===== config.mk =====
export PLATFORM = sky130hd
export DESIGN_NAME = clk_div_monitor
export DESIGN_NICKNAME = d
export VERILOG_FILES = /design/src/rtl/clk_div_mon_pkg.sv /design/src/rtl/clk_edge_det.sv /design/src/rtl/clk_div_monitor.sv
export SDC_FILE = /design/constraint.sdc
export NUM_CORES = 1
export LEC_CHECK = 0
export BUFFER_PORTS_ARGS = -buffer_cell sky130_fd_sc_hd__buf_2
export CAP_MARGIN = 30
export CORE_UTILIZATION = 55
export CTS_BUF_LIST = sky130_fd_sc_hd__clkbuf_8
export DETAILED_ROUTE_END_ITERATION = 10
export PLACE_DENSITY = 0.77
export SYNTH_ARGS = -nofsm -noshare
export SYNTH_HDL_FRONTEND = slang
export SYNTH_SLANG_ARGS = --single-unit

===== constraint.sdc =====
create_clock -name clk_in -period 2.7 [get_ports clk_in]
set_clock_uncertainty 0.15 [all_clocks]
set_input_delay 0.135 -clock clk_in [delete_from_list [all_inputs] [get_ports clk_in]]
set_output_delay 0.135 -clock clk_in [all_outputs]
set_load 0.01 [all_outputs]

===== src/rtl/clk_div_mon_pkg.sv =====
// Shared types and helpers for the divided-clock monitor and related clock checkers.
package clk_div_mon_pkg;

  localparam int ERR_WIDTH_DEF = 8;

  typedef enum logic [2:0] {
    IDLE,
    ACQUIRE,
    MEASURE,
    LOCKED,
    FAULT
  } mon_state_e;

  // A period is good when its length matches the ratio and the duty is within half a cycle of 50%.
  function automatic logic is_good_period(input int period, input int high, input int dividor);
    return (period == dividor) && (high >= dividor / 2) && (high <= (dividor + 1) / 2);
  endfunction

endpackage


===== src/rtl/clk_edge_det.sv =====
// Two-flop sampler of a same-domain clock-like signal with a rising-edge strobe.
module clk_edge_det (
  input  logic clk_in,
  input  logic rst,
  input  logic sig,
  output logic sampled,
  output logic rise
);

  logic s0_reg;
  logic s1_reg;

  always_ff @(posedge clk_in) begin
    if (rst) begin
      s0_reg <= 1'b0;
      s1_reg <= 1'b0;
    end else begin
      s0_reg <= sig;
      s1_reg <= s0_reg;
    end
  end

  assign sampled = s0_reg;
  assign rise    = s0_reg & ~s1_reg;

endmodule


===== src/rtl/clk_div_monitor.sv =====
// Measures period and high time of a divided clock, tracks lock, and flags stuck or wrong-ratio output.
module clk_div_monitor
  import clk_div_mon_pkg::*;
#(
  parameter int DIVIDOR   = 5,
  parameter int LOCK_CNT  = 4,
  parameter int TIMEOUT   = 2 * DIVIDOR,
  parameter int CNT_WIDTH = $clog2(TIMEOUT + 1),
  parameter int ERR_WIDTH = ERR_WIDTH_DEF
) (
  input  logic                 clk_in,
  input  logic                 rst,
  input  logic                 en,
  input  logic                 div_clk,
  output logic                 period_valid,
  output logic [CNT_WIDTH-1:0] period,
  output logic [CNT_WIDTH-1:0] high_time,
  output logic                 locked,
  output logic                 fault,
  output logic [ERR_WIDTH-1:0] err_cnt
);

  localparam int GW = $clog2(LOCK_CNT + 1);
  localparam logic [CNT_WIDTH-1:0] TMO    = CNT_WIDTH'(TIMEOUT);
  localparam logic [GW-1:0]        LOCK_N = GW'(LOCK_CNT);
  localparam logic [ERR_WIDTH-1:0] ERR_MAX = '1;

  logic s0;
  logic rise;

  clk_edge_det u_edge (
    .clk_in  (clk_in),
    .rst     (rst),
    .sig     (div_clk),
    .sampled (s0),
    .rise    (rise)
  );

  mon_state_e state_reg, state_next;
  logic [CNT_WIDTH-1:0] pcnt_reg, pcnt_next;
  logic [CNT_WIDTH-1:0] hcnt_reg, hcnt_next;
  logic [CNT_WIDTH-1:0] period_reg, period_next;
  logic [CNT_WIDTH-1:0] high_reg, high_next;
  logic [GW-1:0]        good_reg, good_next;
  logic [ERR_WIDTH-1:0] err_reg, err_next;
  logic                 tmo_seen_reg, tmo_seen_next;
  logic                 pv_reg, pv_next;
  logic                 timeout;
  logic                 good_p;
  logic                 meas;
  logic                 err_inc;

  // Timeout fires only on the first saturated cycle of a stuck episode.
  assign timeout = (pcnt_reg == TMO) && !rise && !tmo_seen_reg;
  assign good_p  = is_good_period(32'(pcnt_reg), 32'(hcnt_reg), DIVIDOR);

  always_comb begin
    pcnt_next     = pcnt_reg;
    hcnt_next     = hcnt_reg;
    tmo_seen_next = tmo_seen_reg;
    if (!en) begin
      pcnt_next     = '0;
      hcnt_next     = '0;
      tmo_seen_next = 1'b0;
    end else if (rise) begin
      pcnt_next     = CNT_WIDTH'(1);
      hcnt_next     = CNT_WIDTH'(1);
      tmo_seen_next = 1'b0;
    end else begin
      pcnt_next     = (pcnt_reg == TMO) ? TMO : pcnt_reg + 1'b1;
      hcnt_next     = (hcnt_reg == TMO) ? TMO : hcnt_reg + CNT_WIDTH'(s0);
      tmo_seen_next = tmo_seen_reg | timeout;
    end
  end

  always_comb begin
    state_next = state_reg;
    good_next  = good_reg;
    meas       = 1'b0;
    err_inc    = 1'b0;
    if (!en) begin
      state_next = IDLE;
      good_next  = '0;
    end else begin
      case (state_reg)
        IDLE:    state_next = ACQUIRE;
        ACQUIRE: if (rise) state_next = MEASURE;
        MEASURE: begin
          if (rise) begin
            meas = 1'b1;
            if (good_p) begin
              good_next = good_reg + 1'b1;
              if (good_reg + 1'b1 == LOCK_N) state_next = LOCKED;
            end else begin
              good_next = '0;
              err_inc   = 1'b1;
            end
          end else if (timeout) begin
            good_next  = '0;
            err_inc    = 1'b1;
            state_next = ACQUIRE;
          end
        end
        LOCKED: begin
          if (rise) begin
            meas = 1'b1;
            if (!good_p) begin
              err_inc    = 1'b1;
              state_next = FAULT;
            end
          end else if (timeout) begin
            err_inc    = 1'b1;
            state_next = FAULT;
          end
        end
        FAULT: begin
          if (rise) begin
            meas    = 1'b1;
            err_inc = !good_p;
          end
        end
        default: state_next = IDLE;
      endcase
    end
    pv_next     = meas;
    period_next = meas ? pcnt_reg : period_reg;
    high_next   = meas ? hcnt_reg : high_reg;
    err_next    = (err_inc && err_reg != ERR_MAX) ? err_reg + 1'b1 : err_reg;
  end

  always_ff @(posedge clk_in) begin
    if (rst) begin
      state_reg    <= IDLE;
      pcnt_reg     <= '0;
      hcnt_reg     <= '0;
      period_reg   <= '0;
      high_reg     <= '0;
      good_reg     <= '0;
      err_reg      <= '0;
      tmo_seen_reg <= 1'b0;
      pv_reg       <= 1'b0;
    end else begin
      state_reg    <= state_next;
      pcnt_reg     <= pcnt_next;
      hcnt_reg     <= hcnt_next;
      period_reg   <= period_next;
      high_reg     <= high_next;
      good_reg     <= good_next;
      err_reg      <= err_next;
      tmo_seen_reg <= tmo_seen_next;
      pv_reg       <= pv_next;
    end
  end

  assign period_valid = pv_reg;
  assign period       = period_reg;
  assign high_time    = high_reg;
  assign locked       = (state_reg == LOCKED);
  assign fault        = (state_reg == FAULT);
  assign err_cnt      = err_reg;

endmodule


After elaboration in Yosys (flattened, before gate mapping) --
Cells that the tools add are included.
Storage, ports and cells: bits in registers 34, output and inout port bits 19, input bits 4, word-level logic and storage cells 84
Cells by class: $add $sub $neg 4, reduce and logical (&&, ||, !) cells 18, bitwise gates (word level) 5, muxes and demuxes 25, magnitude comparators 2, equal/unequal tests 15
Operators with widths (count):
- 3-bit two-way mux | 11
- 3-bit case mux with 5 select lines | 1
- 4-bit == test (second input constant) | 3
- 3-bit != test (second input constant) | 4
- 1-bit two-way mux | 10
- 8-bit by 1-bit adder with 8-bit output (second input constant) | 1
- 4-bit two-way mux | 2
- 8-bit != test (second input constant) | 1
- 4-bit OR reduction | 2
- 7-bit AND reduction | 1
- 3-bit by 2-bit == test with 1-bit output (second input constant) | 2
- 3-bit == test (second input constant) | 2
- 3-bit OR reduction | 2
- 1-bit logical AND | 5
- 4-bit by 1-bit adder with 4-bit output | 1
- 4-bit by 1-bit adder with 4-bit output (second input constant) | 1
- 4-bit by 2-bit greater-or-equal comparator with 1-bit output (second input constant) | 1
- 4-bit by 2-bit less-or-equal comparator with 1-bit output (second input constant) | 1
- 2-bit OR reduction | 2
- 3-bit by 1-bit adder with 3-bit output (second input constant) | 1
- 3-bit by 1-bit == test with 1-bit output (second input constant) | 1
- 1-bit logical NOT | 3
- 3-bit logical NOT | 1
- 3-bit by 1-bit != test with 1-bit output (second input constant) | 1
- 7 further kinds | 9

Depth between registers and ports, before layout --
Gate-level depths: netlist (run 1).
depth after elaboration 10, gate-level depth with buffers 9, depth with buffers taken out 7

By module --
From an unflattened synthesis (run 1), not the netlist that was laid out.
Unflattened totals: cells, all modules 171, area, all modules 1610.3 sq um
By module, submodules not included:
- clk_div_monitor | sequential area each 640.6 sq um, cells an instance 166, area an instance 1549.0 sq um, instances 1
- clk_edge_det | sequential area each 40.0 sq um, cells an instance 5, area an instance 61.3 sq um, instances 1

Worst setup path before layout (run 1) --
Ideal clock, no wire load.
path kind reg-to-reg, start point register pcnt_reg[0], end point register err_reg[6] (netlist: err_cnt[6]), period minus slack after synthesis 1.907 ns, library setup time 0.070 ns, stages on the path, launching flop included 9, buffers on the path 1, setup slack 0.793 ns, arrival 1.688 ns, required time 2.480 ns, path through dfxtp_1 -> inv_1 -> ha_1 -> and4bb_2 -> nand3_1 -> a21o_1 -> buf_6 -> or4_1 -> a21oi_1
On the way: word-level cells in the longest chain between the ends 8, elaborated cells on any way between the ends 14, classes of those cells eq/ne: 2; mux: 6; reduce/logical: 6
Ends and longest elaborated chain:
- start: declaration | RTL line clk_div_monitor.sv:40 | logic [CNT_WIDTH-1:0] pcnt_reg, pcnt_next;
- start signal: assignment | RTL line clk_div_monitor.sv:144 | pcnt_reg <= pcnt_next;
- 4-bit == test, on equally long branches | RTL line clk_div_monitor.sv:54, clk_div_mon_pkg.sv:16
- 1-bit logical AND, on equally long branches (2 in series) | RTL line clk_div_monitor.sv:54, clk_div_mon_pkg.sv:16
- 1-bit two-way mux (tied with other cells) | RTL line clk_div_monitor.sv:98, clk_div_monitor.sv:111
- 1-bit two-way mux, on equally long branches | RTL line clk_div_monitor.sv:105, clk_div_monitor.sv:117
- 1-bit case mux with 2 select lines (*) | RTL line clk_div_monitor.sv:85 | case (state_reg)
- 1-bit two-way mux (*) | RTL line clk_div_monitor.sv:81 | if (!en) begin
- 1-bit logical AND (*) | RTL line clk_div_monitor.sv:128 | err_next = (err_inc && err_reg != ERR_MAX) ? err_reg + 1'b1 : err_reg;
- end signal: assignment | RTL line clk_div_monitor.sv:149 | err_reg <= err_next;
- end: declaration | RTL line clk_div_monitor.sv:45 | logic [ERR_WIDTH-1:0] err_reg, err_next;
Mark *: on every way between the ends. The rest lies on a longest branch, timed or not. A chain may end at the register's enable or synchronous reset.

Final worst setup path (run 1) --
start point register pcnt_reg[0], end point register err_reg[7] (netlist: err_cnt[7])
Same word-level chain as after synthesis.

==> metrics, run 1 <==
outcome finished clean; EDFF count, synth 0; Min-Delay Path Depth 2; DR DRC count 0; pin count of the biggest net entering global routing 22; LEAKAGE 0.000790 uW; CTS tree done; Synth Register Bits 34; die area 0.00310 mm^2; Final Max Tran Viols 0; Inst Count DP 220; final setup fails 0; Synth area leader dfxtp_1; count leader, synth dfxtp_1; mean cell area of the mapped netlist 9.16 um^2; clk root buf clkbuf_8; Period minus WS final 2.17 ns; RSZ-0062 raised after global routing no; Crit Path Category reg2reg; # rows 19; chip width between 50 and 60 um; crit path DAT 2.24 ns; crit-path max FO 12; Yosys cell types 43; PwrDens 517 mW/mm^2; Wirelength per Cell 13.5 um; Worst-Skew Late Latency 0.29 ns; core area approximately 0.0027 mm^2; # Post-CTS Setup Buffers 0; 1st-pass router iterations 4; post-synthesis sequential area ratio 0.430; n_diodes 0; Iteration-0 DRC Markers 64; Hold Violations, Final 0; met3 wire len 163 um; Via density 5.62; met2 WL post-DR ~1.5 mm; CTS Buf Count 5; Remaining Overflow, GRT 0; vias in the first global route between 1k and 1.5k; Slew HR 0.753; initial core utilization 0.579; Min-Delay Path Class in2reg; Mapped Area 0.00158 mm^2; max layer used met4; Setup TNS 0 ns; layout overhead on the synthesized area 13.0%; CTS Sinks 34; dpl hpwl between 2 and 2.5 mm; R2R depth 7; startpoint type of the worst setup path register; I/O Buffers 22; share of post-route cells with drive strength above 1 0.212; worst hold slack 0.0843 ns; IO Pins 23; clk buf depth 2; Die Y around 56 um; initial antenna violation count 0; crit end category register; GP Congestion 0.811; max reg flops 8; post-synth net total 185; drt total wl 3.08 mm; maximum vdd drop 617 uV; Net count, final 209; flop-to-flop setup slack 0.53 ns; Synth area leaders dfxtp_1, nor2_1, ha_1; gr usage total 0.228; Max Cap Viol 0; pre-CTS WS 0.567 ns; final antenna-violating net count 0; vias post-DR 1288; Clock transition at path regs 0.07 ns; WL met1 around 1.3 mm; Slew @ Worst Pin 0.370 ns; Main synth FF type dfxtp_1; top cells by count, synth dfxtp_1, nor2_1, a21oi_1, nand3_1, mux2i_1; Post-Synthesis Cells 173; Synth Warn # 0; first-pass GRT wire length 5.46 mm; Synth top area share 0.430; H-Tree Depth 2; Final Non-Filler Cells 229; PnR worst setup slack 0.529 ns; fmax 461 MHz; CP required between 2 and 3 ns; Layout Utilization 0.655; Synth async-reset ratio 0; Tcrit/Tclk final 0.804
[repair_timing]
action | CTS | global route
endpoints found under the hold margin | 1 | 0
resized for setup | 0 | 0
endpoints found under the setup margin | 0 | 0
hold buffers | 1 | 0
[where the power goes]
| group | internal (uW) | switching, uW |
|---|---|---|
| Combinational | 13.9 | 22.5 |
| Sequential | 507 | 6.80 |
| Clock | 202 | 174 |
[worst max-delay path: stages (launching register included)]
cell	delay [ns]
dfxtp_1	0.34
inv_1	0.10
ha_1	0.18
and4bb_2	0.26
nand3_1	0.10
a21o_1	0.30
or4_1	0.51
a21oi_1	0.16
[worst paths after layout]
| path | start | end |
|---|---|---|
| worst max-delay path | pcnt_reg[0] | err_cnt[7] |
| worst max register to register | pcnt_reg[0] | err_cnt[7] |
| worst min register to register | tmo_seen_reg | tmo_seen_reg |
| worst min-delay path | rst | high_time[0] |
[cell usage in the layout, fill, tap and decap left out, drive strengths merged, types with 2 or more instances in the layout]
master / count
and2b: 2
clkbuf: 6
a211oi: 2
o31ai: 3
nor2b: 3
nor2: 29
buf: 23
mux2i: 9
clkinv: 2
o21ai: 4
or4: 4
nor3: 2
inv: 5
ha: 8
dfxtp: 34
a21oi: 12
xnor2: 2
nand2b: 6
nand3: 10
a311oi: 2
a21o: 2
nand2: 8
xor2: 4
or3: 2
[final cells by class]
cell class,instances,area (um^2)
well taps,31,38.8
fillers,234,943
clock inverters,2,8.76
flip-flops and latches,34,681
multi-input cells,127,832
repair buffers,24,128
inverters,5,20.0
clock buffers,6,82.6
[routing by layer]
layer,up-vias,global-route usage
met4,0,0.129
li1,652,-
met5,-,0
met1,589,0.254
met3,8,0.0558
met2,39,0.394
[per-stage QoR]
stage	power (uW)	instance area, um^2
after floorplan	553	1580
after global placement	557	1690
after detailed placement	559	1690
after CTS	934	1790
after global routing	958	1790
final	926	1790
[kinds of logic after synthesis]
family | share of synthesized area
simple gates | 0.241
flops | 0.430
compound gates | 0.124
buf+inv | 0.0450
mux | 0.0640
fa+ha+maj | 0.0632
xor+xnor | 0.0332
Power figures use the tool's default switching activity.
==> run 2, diff against run 1 <==
--- a/config.mk
+++ b/config.mk
@@ -5,9 +5,10 @@
 export SDC_FILE = /design/constraint.sdc
 export NUM_CORES = 1
 export LEC_CHECK = 0
+export ABC_AREA = 1
 export BUFFER_PORTS_ARGS = -buffer_cell sky130_fd_sc_hd__buf_2
 export CAP_MARGIN = 30
-export CORE_UTILIZATION = 55
+export CORE_UTILIZATION = 53
 export CTS_BUF_LIST = sky130_fd_sc_hd__clkbuf_8
 export DETAILED_ROUTE_END_ITERATION = 10
 export PLACE_DENSITY = 0.77
==> constraint.sdc (replaced) <==
create_clock -name clk_in -period 1.8 [get_ports clk_in]
set_clock_uncertainty 0.15 [all_clocks]
set_input_delay 0.09 -clock clk_in [delete_from_list [all_inputs] [get_ports clk_in]]
set_output_delay 0.09 -clock clk_in [all_outputs]
set_load 0.01 [all_outputs]
==> run 2 against run 1 <==
Net effect:
- clock power increased by 50%
- die area grew 11%
- cell area increased by 16%
- final cell count is 40% higher
- combinational power rose to 4.5 times the previous value
- sequential share of layout area decreased by 4.8 points
- sequential power rose by 52%
- critical path type unchanged
- largest power group unchanged
==> metrics, run 2 <==
outcome finished clean; post-synthesis sequential area ratio 0.401; Crit path top cell by count nand2_4; Setup crit start pcnt_reg[0]; count leader, synth inv_1; clk buf depth 2; met3 usage 0.0659; DR DRC count 0; n_diodes 0; initial antenna violation count 0; Synth async-reset ratio 0; Main synth FF type dfxtp_1; Fill cells approximately 280; Final Max Tran Viols 0; # rows 20; pre-CTS WS a little under 0.1 ns; Reg area 688 um^2; Mapped Area 0.00170 mm^2; initial core utilization 0.557; Die Y ~59 um; CTS tree done; share of post-route cells with drive strength above 1 0.207; gr usage total 0.204; clk root buf clkbuf_8; final antenna-violating net count 0; flop-to-flop setup slack 0.07 ns; crit end category register; maximum vdd drop 576 uV; Slew @ Worst Pin 0.342 ns; first-pass GRT wire length 5.18 mm; Slew HR 0.771; chip width just under 60 um; RR Endpoint err_cnt[1]; CTS Sinks 34; Hold Path Origin en; top cells by count, synth inv_1, nand2_1, dfxtp_1, nor2_1, a21oi_1; drt total wl between 3 and 4 mm; Clock transition at path regs about 0.07 ns; crit path max-delay cell type dfxtp_4; Wirelength per Cell 10.2 um; grt peak-use layer met2; Layout Utilization 0.680; Synth Warn # 0; mean cell area of the mapped netlist ~7.1 um^2; startpoint type of the worst setup path register; Final Non-Filler Cells 320; RSZ-0062 raised after global routing yes; total power draw 1510 uW; Remaining Overflow, GRT 0; core area ~0.0031 mm^2; pin count of the biggest net entering global routing 18; Crit Path Category reg2reg; FF-to-FF Start pcnt_reg[0]; crit path DAT ~1.8 ns; Net count, final 287; IO Pins 23; dpl hpwl ~2.3 mm; post-synth net total between 200 and 300; crit-path cells inv_4 -> ha_4 -> nand2_4 -> nor2_4 -> nand3_2 -> o21ai_4 -> nand2_4 -> o21ai_2 -> nor2_1; Inst Count DP 306; R2R depth 9; grt met1 use 0.261; I/O Buffers 22; max reg flops 8; Hold Violations, Final 0; Tcrit/Tclk final 0.963; Max Cap Viol 0; EDFF count, synth 0; area of the multi-input gates 878 um^2; Min-Delay Path Class in2reg; 1st-pass router iterations 4; final setup fails 0; PnR worst setup slack 0.0672 ns; crit-path max FO 8; Synth Register Bits 34; CTS Buf Count 5; GP Congestion about 0.85; Post-Synthesis Cells around 240; Crit path largest cell delay 0.36 ns; met2 usage 0.310; layout overhead on the synthesized area 22.1%; LEAKAGE 0.000993 uW; Yosys cell types 23; Synth area leaders dfxtp_1, inv_1, nand2_1; most frequent cells in the layout inv_1, nand2_1, dfxtp_1; CP required 1.83 ns; Via density 4.79; CP Capture Point err_cnt[1]; Period minus WS final approximately 1.7 ns; PwrDens 728 mW/mm^2; Worst-Skew Late Latency 0.28 ns; H-Tree Depth 2; Synth top area share 0.401; fmax 577 MHz; Synth area leader dfxtp_1; die area roughly 0.0034 mm^2; vias post-DR 1534; commonest non-fill, non-tap cell in the layout inv_1; Iteration-0 DRC Markers 61; vias in the first global route 1207
run 2: cell types whose count changed in the layout (fill, tap and decap cells not counted), sizes merged, moves of 4 or more:
cell | previous run | this run
inv | 5 | 43
nand2 | 8 | 46
o21ai | 4 | 16
mux2i | 9 | 0
a21oi | 12 | 20
nor2 | 29 | 36
buf | 23 | 29
nand2b | 6 | 0
nand3 | 10 | 16
nand4 | 1 | 5
or4 | 4 | 0
run 2: worst max-delay path, delay by kind of cell, from the launching register on:
family	cells	cell delay, ns
AND/OR/NAND/NOR	5	0.49
flip-flops	1	0.36
adder cells (fa/ha/maj)	1	0.13
buffers and inverters	1	0.06
AO/OA/AOI/OAI	2	0.46
run 2: layout make-up:
cell class	instances	area share
multi-input combinational	159	0.423
sequential	34	0.332
timing repair buffer	32	0.0947
inverter	43	0.0796
clock buffer	6	0.0398
tap	44	0.0265
clock inverter	2	0.00422
run 2: cells by family (layout without fill, tap and decap cells):
family                     after synthesis  in the layout  share of synthesized area
DFF                                     34             34                      0.401
buffers and inverters                   46             83                      0.105
xor gates and xnor gates                 9              9                     0.0464
and+or+nand+nor                        105            106                      0.277
AOI/OAI and AO/OA                       36             36                      0.113
adders and majority gates                8              8                     0.0589
run 2: worst min path at each step:
| stage | to | cells after the start |
|---|---|---|
| 6_report | pcnt_reg[0] | 3 |
| 5_1_grt | hcnt_reg[0] | 3 |
| 4_1_cts | hcnt_reg[0] | 3 |
| 3_5_place_dp | u_edge.sampled | 3 |
| 3_3_place_gp | u_edge.sampled | 3 |
| 2_1_floorplan | u_edge.sampled | 2 |
run 2: report_power, final:
group	total [uW]	leakage, uW	internal [uW]	switching [uW]
clock network	565	0.0000524	302	262
logic	163	0.000664	60.5	102
registers	783	0.000277	769	14.5
run 2: what timing repair did:
action	4_1_cts	5_1_grt
gates resized for setup	0	15
hold buffers	3	0
endpoints found under the hold margin	9	0
setup endpoints to repair	0	10
buffers inserted	0	2
run 2: routing by layer:
metal | vias up | wire length [um]
li1 | 819 | -
met1 | 684 | 1660
met2 | 25 | 1440
met4 | 0 | 57
met3 | 6 | 112
met5 | - | 0
run 2: through the flow:
stage	area, um^2	hold WS (ns)	TNS [ns]
floorplan	1700	0.0470	0
global placement	1890	0.154	0
CTS	2010	0.0643	0
finish	2070	0.0749	0
detailed placement	1890	0.158	0
global route	2070	0.0810	-0.0461
